**src/rtl/median_filter_3x3_calc_pkg.sv**
```systemverilog
// Shared constants and the {min, med, max} triple used by the 3x3 median pipeline.
package median_filter_3x3_calc_pkg;

  localparam int DATA_W       = 8;
  localparam int MEDF_LATENCY = 3;

  typedef struct packed {
    logic [DATA_W-1:0] min_v;
    logic [DATA_W-1:0] med_v;
    logic [DATA_W-1:0] max_v;
  } sort3_t;

endpackage

```
**src/rtl/median_filter_3x3_calc_sort3.sv**
```systemverilog
// Combinational unsigned 3-input sorter producing {min, med, max}.
module median_filter_3x3_calc_sort3
  import median_filter_3x3_calc_pkg::*;
(
  input  logic [DATA_W-1:0] i_a,
  input  logic [DATA_W-1:0] i_b,
  input  logic [DATA_W-1:0] i_c,
  output sort3_t            o_sorted
);

  logic [DATA_W-1:0] w_lo_ab;
  logic [DATA_W-1:0] w_hi_ab;
  logic [DATA_W-1:0] w_lo_hc;

  assign w_lo_ab = (i_a < i_b) ? i_a : i_b;
  assign w_hi_ab = (i_a < i_b) ? i_b : i_a;
  assign w_lo_hc = (w_hi_ab < i_c) ? w_hi_ab : i_c;

  // The middle value is the larger of the pair minimum and min(pair max, c).
  assign o_sorted.min_v = (w_lo_ab < i_c) ? w_lo_ab : i_c;
  assign o_sorted.max_v = (w_hi_ab > i_c) ? w_hi_ab : i_c;
  assign o_sorted.med_v = (w_lo_ab > w_lo_hc) ? w_lo_ab : w_lo_hc;

endmodule

```
**src/rtl/median_filter_3x3_calc.sv**
```systemverilog
// Three-stage free-running median of a 3x3 window: row sort, column reduce, final median.
// done_i is a valid-only strobe (no ready); done_o is done_i delayed MEDF_LATENCY edges.
module median_filter_3x3_calc
  import median_filter_3x3_calc_pkg::*;
(
  input  logic              clk,
  input  logic              rst,
  input  logic              done_i,
  input  logic [DATA_W-1:0] S1,
  input  logic [DATA_W-1:0] S2,
  input  logic [DATA_W-1:0] S3,
  input  logic [DATA_W-1:0] S4,
  input  logic [DATA_W-1:0] S5,
  input  logic [DATA_W-1:0] S6,
  input  logic [DATA_W-1:0] S7,
  input  logic [DATA_W-1:0] S8,
  input  logic [DATA_W-1:0] S9,
  output logic [DATA_W-1:0] median_o,
  output logic              done_o
);

  sort3_t w_row [3];
  sort3_t r_row [3];
  sort3_t w_mins_s;
  sort3_t w_meds_s;
  sort3_t w_maxs_s;
  sort3_t w_fin_s;

  logic [DATA_W-1:0]       r_max_of_mins;
  logic [DATA_W-1:0]       r_med_of_meds;
  logic [DATA_W-1:0]       r_min_of_maxs;
  logic [DATA_W-1:0]       r_median;
  logic [MEDF_LATENCY-1:0] r_done;

  median_filter_3x3_calc_sort3 u_row0 (.i_a(S1), .i_b(S2), .i_c(S3), .o_sorted(w_row[0]));
  median_filter_3x3_calc_sort3 u_row1 (.i_a(S4), .i_b(S5), .i_c(S6), .o_sorted(w_row[1]));
  median_filter_3x3_calc_sort3 u_row2 (.i_a(S7), .i_b(S8), .i_c(S9), .o_sorted(w_row[2]));

  median_filter_3x3_calc_sort3 u_mins (
    .i_a(r_row[0].min_v), .i_b(r_row[1].min_v), .i_c(r_row[2].min_v), .o_sorted(w_mins_s));
  median_filter_3x3_calc_sort3 u_meds (
    .i_a(r_row[0].med_v), .i_b(r_row[1].med_v), .i_c(r_row[2].med_v), .o_sorted(w_meds_s));
  median_filter_3x3_calc_sort3 u_maxs (
    .i_a(r_row[0].max_v), .i_b(r_row[1].max_v), .i_c(r_row[2].max_v), .o_sorted(w_maxs_s));

  median_filter_3x3_calc_sort3 u_fin (
    .i_a(r_max_of_mins), .i_b(r_med_of_meds), .i_c(r_min_of_maxs), .o_sorted(w_fin_s));

  // Each reduction sorter contributes one field; the rest is intentionally dropped.
  logic w_unused;
  assign w_unused = &{1'b0, w_mins_s.min_v, w_mins_s.med_v, w_meds_s.min_v, w_meds_s.max_v,
                      w_maxs_s.med_v, w_maxs_s.max_v, w_fin_s.min_v, w_fin_s.max_v};

  always_ff @(posedge clk or posedge rst) begin
    if (rst) begin
      for (int k = 0; k < 3; k++) r_row[k] <= '0;
      r_max_of_mins <= '0;
      r_med_of_meds <= '0;
      r_min_of_maxs <= '0;
      r_median      <= '0;
      r_done        <= '0;
    end else begin
      for (int k = 0; k < 3; k++) r_row[k] <= w_row[k];
      r_max_of_mins <= w_mins_s.max_v;
      r_med_of_meds <= w_meds_s.med_v;
      r_min_of_maxs <= w_maxs_s.min_v;
      r_median      <= w_fin_s.med_v;
      r_done        <= {r_done[MEDF_LATENCY-2:0], done_i};
    end
  end

  assign median_o = r_median;
  assign done_o   = r_done[MEDF_LATENCY-1];

endmodule

```
**config.mk**
```make
export PLATFORM = sky130hd
export DESIGN_NAME = median_filter_3x3_calc
export DESIGN_NICKNAME = d
export VERILOG_FILES = /design/src/rtl/median_filter_3x3_calc_pkg.sv /design/src/rtl/median_filter_3x3_calc_sort3.sv /design/src/rtl/median_filter_3x3_calc.sv
export SDC_FILE = /design/constraint.sdc
export NUM_CORES = 1
export LEC_CHECK = 0
export BUFFER_PORTS_ARGS = -buffer_cell sky130_fd_sc_hd__buf_2
export CAP_MARGIN = 40
export CORE_ASPECT_RATIO = 1.5
export CORE_MARGIN = 5
export CORE_UTILIZATION = 67
export CTS_CLUSTER_DIAMETER = 30
export DETAILED_ROUTE_END_ITERATION = 8
export GPL_ROUTABILITY_DRIVEN = 0
export PLACE_DENSITY = 0.95
export SYNTH_ARGS = -nofsm -noshare
export SYNTH_HDL_FRONTEND = slang
export SYNTH_SLANG_ARGS = --single-unit
```
**constraint.sdc**
```tcl
create_clock -name clk -period 8.9 [get_ports clk]
set_clock_uncertainty 0.05 [all_clocks]
set_input_delay 1.78 -clock clk [delete_from_list [all_inputs] [get_ports clk]]
set_output_delay 1.78 -clock clk [all_outputs]
set_load 0.02 [all_outputs]
```
# Word level (Yosys, flattened, before mapping)
# Index checks and enable logic that the tools add are counted.
# op_classes
n_mux,30
magnitude_cmp,25
# ops
cell,n
two-way mux 8 bit,30
less-than comparator 8 bit,16
> comparator 8 bit,9
# totals
wordCells,69
ff_bits,107
in_bits,75

# Depth between registers and ports, before layout
# Gate-level depths: netlist of the first run.
# logic_depth
word_depth,6
mapped_depth,24
ltp_nobuf,21

# Modules after synthesis
# Synthesis of the first run repeated with hierarchy kept, for this count alone.
# unflattened
cells_unflattened,1545
area_unflattened_um2,13419.1
# modules_own_cells
mod,instances,cells_each,area_per_inst_um2
median_filter_3x3_calc_sort3 at u_fin ...,4,209,1564.0
median_filter_3x3_calc_sort3 at u_maxs ...,2,196,1453.9
median_filter_3x3_calc,1,108,2681.3
median_filter_3x3_calc_sort3 at u_meds,1,209,1574.0

# Worst setup path after synthesis of the first run
# OpenSTA, ideal clock, no wires.
# synth_timing
kind,input -> register
start,in S5[6]
end,"reg, netlist name r_row[32]"
setup_slack_ps,2259
path_stages,23
n_path_buf,3
t_required_ps,8727
arrival_ps,6469
cell_sequence,inv_1 ha_1 nand4_1 o31ai_4 buf_2 mux2i_1 inv_1 ha_1 a21oi_1 nand2_1 a21oi_1 nand2_1 clkbuf_1 nor2_1 a21oi_1 ha_1 a21o_1 a221o_1 nor3_1 or2_2 buf_2 mux2_2 o221a_2
# synth_lines
item,line_no,rtl
from (decl),median_filter_3x3_calc.sv:13,"input logic [DATA_W-1:0] S5,"

==> summary.md, run 1 <==
| Metric | Value |
|---|---|
| Post-synthesis cell type with the largest combined area | dfrtp_1 |
| Site Rows | 55 |
| Top-count cell post-synth | ha_1 |
| Kind of path behind the tightest hold check | reg2reg |
| Number of buffers added by the clock tree synthesis step | 9 |
| Setup Total Neg Slack | 0 ns |
| Largest voltage drop on the vdd net | ~0.72 mV |
| First-pass iteration count of the detailed router | 6 |
| Proportion of layout cells with a drive suffix above 1 | about a fifth |
| CP max FO | 22 |
| Total Routing Usage GR | between 30% and 40% |
| Minimum clock period | around 7.2 ns |
| First-pass GRT wire length | a little under 50,000 microns |
| Static Leakage | 5.70 nW |
| Critical Path AT | about 7.4 ns |
| M3 GR Usage | under 10% |
| Portion of the post-synthesis area used by sequential elements | 25.9% |
| Worst Hold End | r_done[2] |
| Worst-margin pin slew | approximately 1 ns |
| Multiplexer area fraction after synthesis | between 10% and 20% |
| Total standard cell area after synthesis | between 10,000 and 15,000 sq um |
| Vert. Die Dim | ~160 microns |
| Average routed wire per standard cell | around 22 microns |
| Final-report setup violation count | 0 |
| Number of nets with antenna violations after routing | 0 |
| Reg-to-Reg End | median_o[3] |
| Signed area change from the synthesized netlist to the final layout | 9.44% |
| Synthesized area divided by synthesized cell count | 9.35 sq um |
| DRC violation count after routing | 0 |
| Initial standard-cell utilization of the core | 68.4% |
| Via/cell ratio | 6.93 |
| Global routing's busiest layer | met2 |
| Critical path class | in2reg |
| Fraction of registers with async set/reset | 100% |
| Largest net degree at the start of global routing | 55 |
| Sum of overflow across all layers after global routing | 0 |
| Count of clock tree sinks | roughly 110 |
| Post-Synthesis Net Count | 1,345 |
| Post-cts gate resize count | 0 |
| Headroom to the max-slew limit | ~34% |
| Run status | complete, no violations |
| CTS root buf | clkbuf_16 |
| Main combinational cell family by area after synthesis | compound AO/OA/AOI/OAI gates |
| Critical path launch point | S5[6] |
| Number of violations of the max-capacitance limit | 0 |
| Most frequently used flop master after synthesis | dfrtp_1 |
| Share of the synthesized area in the top cell type | between 20% and 30% |
| Total routed wirelength | just over 30,000 microns |
| Total of buffers placed on input and output ports | 83 |
| Simple-gate area share of the yosys netlist | around 10% |
| Fill cell instance count of the final layout | between 900 and 1,000 |
| Total half-perimeter wirelength after legalization and detailed placement | 22,800 microns |
| Final hold viol count | 0 |
| Synthesized-area fraction occupied by xor and xnor cells | 0% |
| Netlist cell types | 65 |
| Number of cells on the worst reg-to-reg path | 22 |
| Total Nets Final | between 1,000 and 1,500 |
| Setup crit start kind | input pin |
| Max-slew violation count | 0 |
| Register-to-Register Setup Slack | between 2 and 2.5 ns |
| Required time of the worst setup path | between 9 and 10 ns |
| FMAX | 138 MHz |
| Portion of the clock cycle consumed by the worst path in the final layout | 81.3% |
| First-iteration detailed-routing DRC count | about 1,200 |
| Power density over the cells | about 440 nW/um^2 |
| Width of the chip | about 110 microns |
| Synth top area cells | dfrtp_1 26%, ha_1 20%, mux2i_1 8.8% |
| Post-CTS repair timing setup buffer count | 0 |
| Count of boundary I/O pins | 84 |
| Count of flip-flops with a built-in enable after synthesis | 0 |
| Unrepaired setup endpoints after global routing | false |
| Number of warnings reported in the yosys synthesis log | 0 |
| Seq cells post-synth | 107 |
| Compound-Gate Fraction of Synth Area | ~20% |
| Buffer depth of the longest clock path | 2 |
| Floorplan core area | between 15,000 and 20,000 sq um |
| Worst-skew pair later-pin latency | 0.36 ns |
| Met1 track utilization from global routing | 35.5% |
| Post-route cell area | 11,300 sq um |
| Vias in the first global route | just under 10,000 |
| Cts-stage hold buffer count | 0 |
| Diode count | 0 |
| Hold Crit Depth | 0 |
| Startpoint of the worst register-to-register path | r_med_of_meds[2] |
| Overall die area | about 18,000 sq um |
| Synthesized-area fraction occupied by adder cells | between 10% and 20% |
| Smallest hold slack | 0.305 ns |
| Total placed instance area | 11,000 sq um |
| Post-synth top cells | 163 x ha_1, 146 x inv_1, 107 x dfrtp_1 |
| Clock transition at the registers of the reported paths | 0.07 ns |
| Met2 track utilization from global routing | between 50% and 60% |
| Gate count of the mapped netlist | 1,107 |
| # H-tree levels | 3 |
| Clock tree from TritonCTS | done |
| Startpoint of the most critical hold path | r_done[1] |
| Capturing element type of the critical path | flip-flop |
| Via count of the routed design | ~9,600 |
| Initial antenna violation count | 0 |
power breakdown:
group	total [mW]	internal (mW)	switching, mW	leakage, nW
Combinational	3.77	1.55	2.22	4.33
Sequential	0.834	0.683	0.151	1.22
Clock	0.403	0.204	0.199	0.144
layout by cell type, fill, tap and decap left out, drive strengths merged, types with 16 or more instances in the layout:
cell type / count
nor2: 57
o221a: 16
inv: 150
o21ai: 50
a21oi: 79
buf: 96
ha: 163
nand4: 17
mux2: 75
a21o: 26
o211ai: 19
nand3: 29
dfrtp: 107
nand2: 60
o2111ai: 18
mux2i: 93
flip-flops by register name (all words and copies together) (netlist names):
signal         cells
r_done             3
r_med_of_meds      8
r_min_of_maxs      8
r_row             72
r_max_of_mins      8
median_o           8
metal layers:
metal / vias up / wire length [microns] / share of wire (%)
met3: 230 / 2350 / 7.7
met2: 666 / 14900 / 49
met1: 4519 / 10400 / 34
met4: 0 / 2740 / 9.0
met5: - / 0 / 0
li1: 4233 / - / -
area by class of cell:
class | instances | area, sq um | area share, %
Timing Repair Buffer | 96 | 541 | 4.77
Multi-Input combinational cell | 826 | 7010 | 61.9
Tap cell | 199 | 249 | 2.20
Inverter | 148 | 558 | 4.93
Clock buffer | 10 | 239 | 2.11
Clock inverter | 6 | 56.3 | 0.497
Sequential cell | 107 | 2680 | 23.6
cell families after synthesis:
logic type | after synthesis
buf+inv | 174
mux | 168
compound gates | 278
simple gates | 217
flops | 107
fa+ha+maj | 163
critical path, cell delays in order:
cell	delay, ns
buf_2	0.12
inv_1	0.05
ha_1	0.30
nand4_1	0.25
o31ai_4	0.57
buf_6	0.24
mux2i_1	0.34
inv_1	0.10
ha_1	0.32
a21oi_1	0.15
nand2_1	0.07
a21oi_1	0.27
nand2_1	0.43
nor2_1	0.30
a21oi_1	0.07
ha_1	0.32
a21o_1	0.21
a221o_1	0.34
nor3_1	0.18
or2_2	0.26
mux2_2	0.46
o221a_2	0.28
per-stage QoR:
step / std cells / power [mW] / utilization [%] / worst slack, ns
floorplan: 1107 / 3.51 / - / 2.26
global placement: 1368 / 4.19 / 72.3 / 1.53
detailed placement: 1375 / 4.39 / 72.8 / 1.44
CTS: 1391 / 4.87 / 74.8 / 1.80
global route: 1392 / 5.33 / 74.8 / 1.41
finish: 1392 / 5.01 / 74.8 / 1.66
worst max path at each step:
stage | end | slack (ns)
6_report | r_row[34] | 1.66
3_3_place_gp | r_row[34] | 1.53
4_1_cts | r_row[34] | 1.80
5_1_grt | r_row[34] | 1.41
2_1_floorplan | r_row[32] | 2.26
3_5_place_dp | r_row[34] | 1.44
Note: power is estimated with default switching activity, not from simulation.
==> inputs of run 2 (changes only) <==
--- a/config.mk
+++ b/config.mk
@@ -9,11 +9,11 @@
 export CAP_MARGIN = 40
 export CORE_ASPECT_RATIO = 1.5
 export CORE_MARGIN = 5
-export CORE_UTILIZATION = 67
+export CORE_UTILIZATION = 62
 export CTS_CLUSTER_DIAMETER = 30
 export DETAILED_ROUTE_END_ITERATION = 8
 export GPL_ROUTABILITY_DRIVEN = 0
-export PLACE_DENSITY = 0.95
+export PLACE_DENSITY = 0.92
 export SYNTH_ARGS = -nofsm -noshare
 export SYNTH_HDL_FRONTEND = slang
 export SYNTH_SLANG_ARGS = --single-unit
==> constraint.sdc (replaced) <==
create_clock -name clk -period 7.35 [get_ports clk]
set_clock_uncertainty 0.05 [all_clocks]
set_input_delay 1.47 -clock clk [delete_from_list [all_inputs] [get_ports clk]]
set_output_delay 1.47 -clock clk [all_outputs]
set_load 0.02 [all_outputs]
==> run 2 against run 1 <==
Sequential cell count did not move; first-iteration DRC count down 21%; total power rose by 21%; critical path type unchanged; sequential share of layout area is essentially flat; critical endpoint is now r_row[9]; critical path depth is 2 lower; cell area about the same; via count is 2.0% lower; largest cell class unchanged; setup slack worse by 0.79 ns; utilization shrank 6.6 points; sequential power rose by 20%; hold slack got worse by 0.0045 ns.
==> summary.md, run 2 (same netlist as run 1, synthesis figures left out) <==
| Metric | Value |
|---|---|
| First-pass GRT wire length | ~48,000 microns |
| Clock transition at the registers of the reported paths | ~0.08 ns |
| Floorplan core area | between 15,000 and 20,000 sq um |
| Post-Place Setup Slack | between 0.6 and 0.7 ns |
| Flip-flop count of the largest register after layout | just over 70 |
| Final critical-path setup slack | just under 0.9 ns |
| Buffer depth of the longest clock path | 2 |
| Leading cell type in the layout, fill and taps excluded | ha_1 |
| Kind of path behind the tightest hold check | reg2reg |
| Hold Crit Depth | 0 |
| Power after layout | roughly 6.1 mW |
| Overall die area | approximately 20,000 sq um |
| Clock tree from TritonCTS | done |
| Number of cells on the worst reg-to-reg path | 21 |
| Post-cts gate resize count | 0 |
| Run status | complete, no violations |
| Sum of overflow across all layers after global routing | 0 |
| Worst Hold End | r_done[1] |
| Max-slew violation count | 0 |
| Internal power | between 2 and 3 mW |
| Total placed instance area | roughly 11,000 sq um |
| Post-route cell area | ~11,000 sq um |
| Total half-perimeter wirelength after legalization and detailed placement | around 23,000 microns |
| Cts-stage hold buffer count | 0 |
| Final hold viol count | 0 |
| Startpoint of the most critical hold path | r_done[0] |
| Via/cell ratio | about 6.7 |
| Number of buffers added by the clock tree synthesis step | 9 |
| Proportion of layout cells with a drive suffix above 1 | just under 20% |
| Critical Path AT | between 6 and 7 ns |
| Net switching component of the power | ~3.1 mW |
| Vert. Die Dim | between 150 and 200 microns |
| Average routed wire per standard cell | 21.3 microns |
| CP max FO | 18 |
| Final core occ | roughly 68% |
| Headroom to the max-slew limit | between 20% and 30% |
| Fraction of power consumed by combinational cells | around 76% |
| CTS root buf | clkbuf_16 |
| Startpoint of the worst register-to-register path | r_row[39] |
| Post-CTS repair timing setup buffer count | 0 |
| Clk pwr share | 7.9% |
| Initial antenna violation count | 1 |
| Count of boundary I/O pins | 84 |
| Number of nets with antenna violations after routing | 0 |
| Vias in the first global route | approximately 10,000 |
| Via count of the routed design | about 9,500 |
| Portion of the clock cycle consumed by the worst path in the final layout | around nine tenths |
| First-iteration detailed-routing DRC count | around 900 |
| Setup crit start kind | input pin |
| Net switching share of the total power | roughly 51% |
| Top register by number of flip-flops | r_row |
| Largest net degree at the start of global routing | between 60 and 70 |
| Capturing element type of the critical path | flip-flop |
| Total Nets Final | 1,429 |
| Register-to-Register Setup Slack | between 1 and 1.5 ns |
| Worst-margin pin slew | 1.10 ns |
| Setup Total Neg Slack | 0 ns |
| DRC violation count after routing | 0 |
| Signed area change from the synthesized netlist to the final layout | 9.51% |
| Total routed wirelength | ~30,000 microns |
| FMAX | between 150 and 200 MHz |
| Power density over the cells | 536 nW/um^2 |
| # H-tree levels | 3 |
| Most frequent cells in the layout | 163 x ha_1, 145 x inv_1, 107 x dfrtp_1 |
| Site Rows | between 50 and 60 |
| Reg-to-Reg End | r_med_of_meds[6] |
| Count of clock tree sinks | between 100 and 150 |
| Largest voltage drop on the vdd net | around 0.65 mV |
| Critical path launch point | S8[7] |
| Number of violations of the max-capacitance limit | 0 |
| Static Leakage | 5.70 nW |
| Sequential fraction of design power | 16.5% |
| Total of buffers placed on input and output ports | 83 |
| Unrepaired setup endpoints after global routing | false |
| Width of the chip | 115 microns |
| Minimum clock period | around 6.5 ns |
| Final-report setup violation count | 0 |
| Required time of the worst setup path | about 7.6 ns |
| Worst-skew pair later-pin latency | 0.36 ns |
| Total Routing Usage GR | between 30 and 40% |
| First-pass iteration count of the detailed router | 5 |
| Initial standard-cell utilization of the core | between 60% and 70% |
| Critical path class | in2reg |
[run 2: cell count changes in the layout (fill, tap and decap cells not counted)]
cell,previous run,this run
clkinvlp_4,1,0
clkbuf_8,1,0
diode_2,0,2
buf_4,10,16
inv_6,2,3
buf_16,1,0
buf_6,2,0
clkinv_4,1,2
clkbuf_1,0,1
inv_8,2,0
clkinv_8,0,1
[run 2: cell type report]
| class | instances | area (sq um) |
|---|---|---|
| multi-input cells | 826 | 7010 |
| fillers | 1172 | 5280 |
| flip-flops and latches | 107 | 2680 |
| inverters | 148 | 558 |
| repair buffers | 99 | 536 |
| well taps | 210 | 263 |
| clock buffers | 10 | 229 |
| clock inverters | 6 | 60.1 |
| diodes | 2 | 5.00 |
[run 2: critical path, stage by stage]
cell      delay [ns]
buf_2           0.11
inv_1           0.06
ha_1            0.35
a21o_1          0.24
a31oi_4         0.52
mux2i_1         0.17
a311oi_1        0.53
ha_1            0.26
nor2b_1         0.05
o211ai_1        0.16
a21oi_1         0.09
a211oi_1        0.26
buf_4           0.26
mux2i_1         0.33
ha_1            0.26
nor2_1          0.08
a21oi_1         0.21
o21bai_1        0.10
a22oi_1         0.84
mux2i_1         0.35
[run 2: routing by layer]
| metal | track usage (%) | vias up | wire length [microns] |
|---|---|---|---|
| li1 | - | 4242 | - |
| met2 | 55.7 | 549 | 15400 |
| met4 | 24.3 | 0 | 2710 |
| met5 | 0 | - | 0 |
| met3 | 4.24 | 222 | 1820 |
| met1 | 32.1 | 4438 | 10100 |
[run 2: how the worst max path moves through the flow]
| stage | endpoint | slack, ns | cells past startpoint |
|---|---|---|---|
| after floorplan | r_row[32] | 1.02 | 23 |
| after global placement | r_row[35] | 0.89 | 22 |
| after detailed placement | r_row[35] | 0.66 | 23 |
| after CTS | r_row[39] | 1.04 | 23 |
| after global routing | r_row[12] | 0.57 | 20 |
| final | r_row[9] | 0.87 | 20 |
[run 2: metrics by stage]
step | instances | hold WS, ns
6_report | 1408 | 0.301
5_1_grt | 1406 | 0.318
4_1_cts | 1406 | 0.305
3_5_place_dp | 1390 | 0.287
3_3_place_gp | 1388 | 0.283
2_1_floorplan | 1107 | 0.281
[run 2: power by group through the flow]
stage	registers [mW]	clock network, mW	logic [mW]
after floorplan	0.956	0	3.30
final	1.00	0.481	4.60
after CTS	0.990	0.484	4.49
after global placement	0.989	0	4.21
after detailed placement	0.998	0	4.42
after global routing	1.01	0.507	5.03
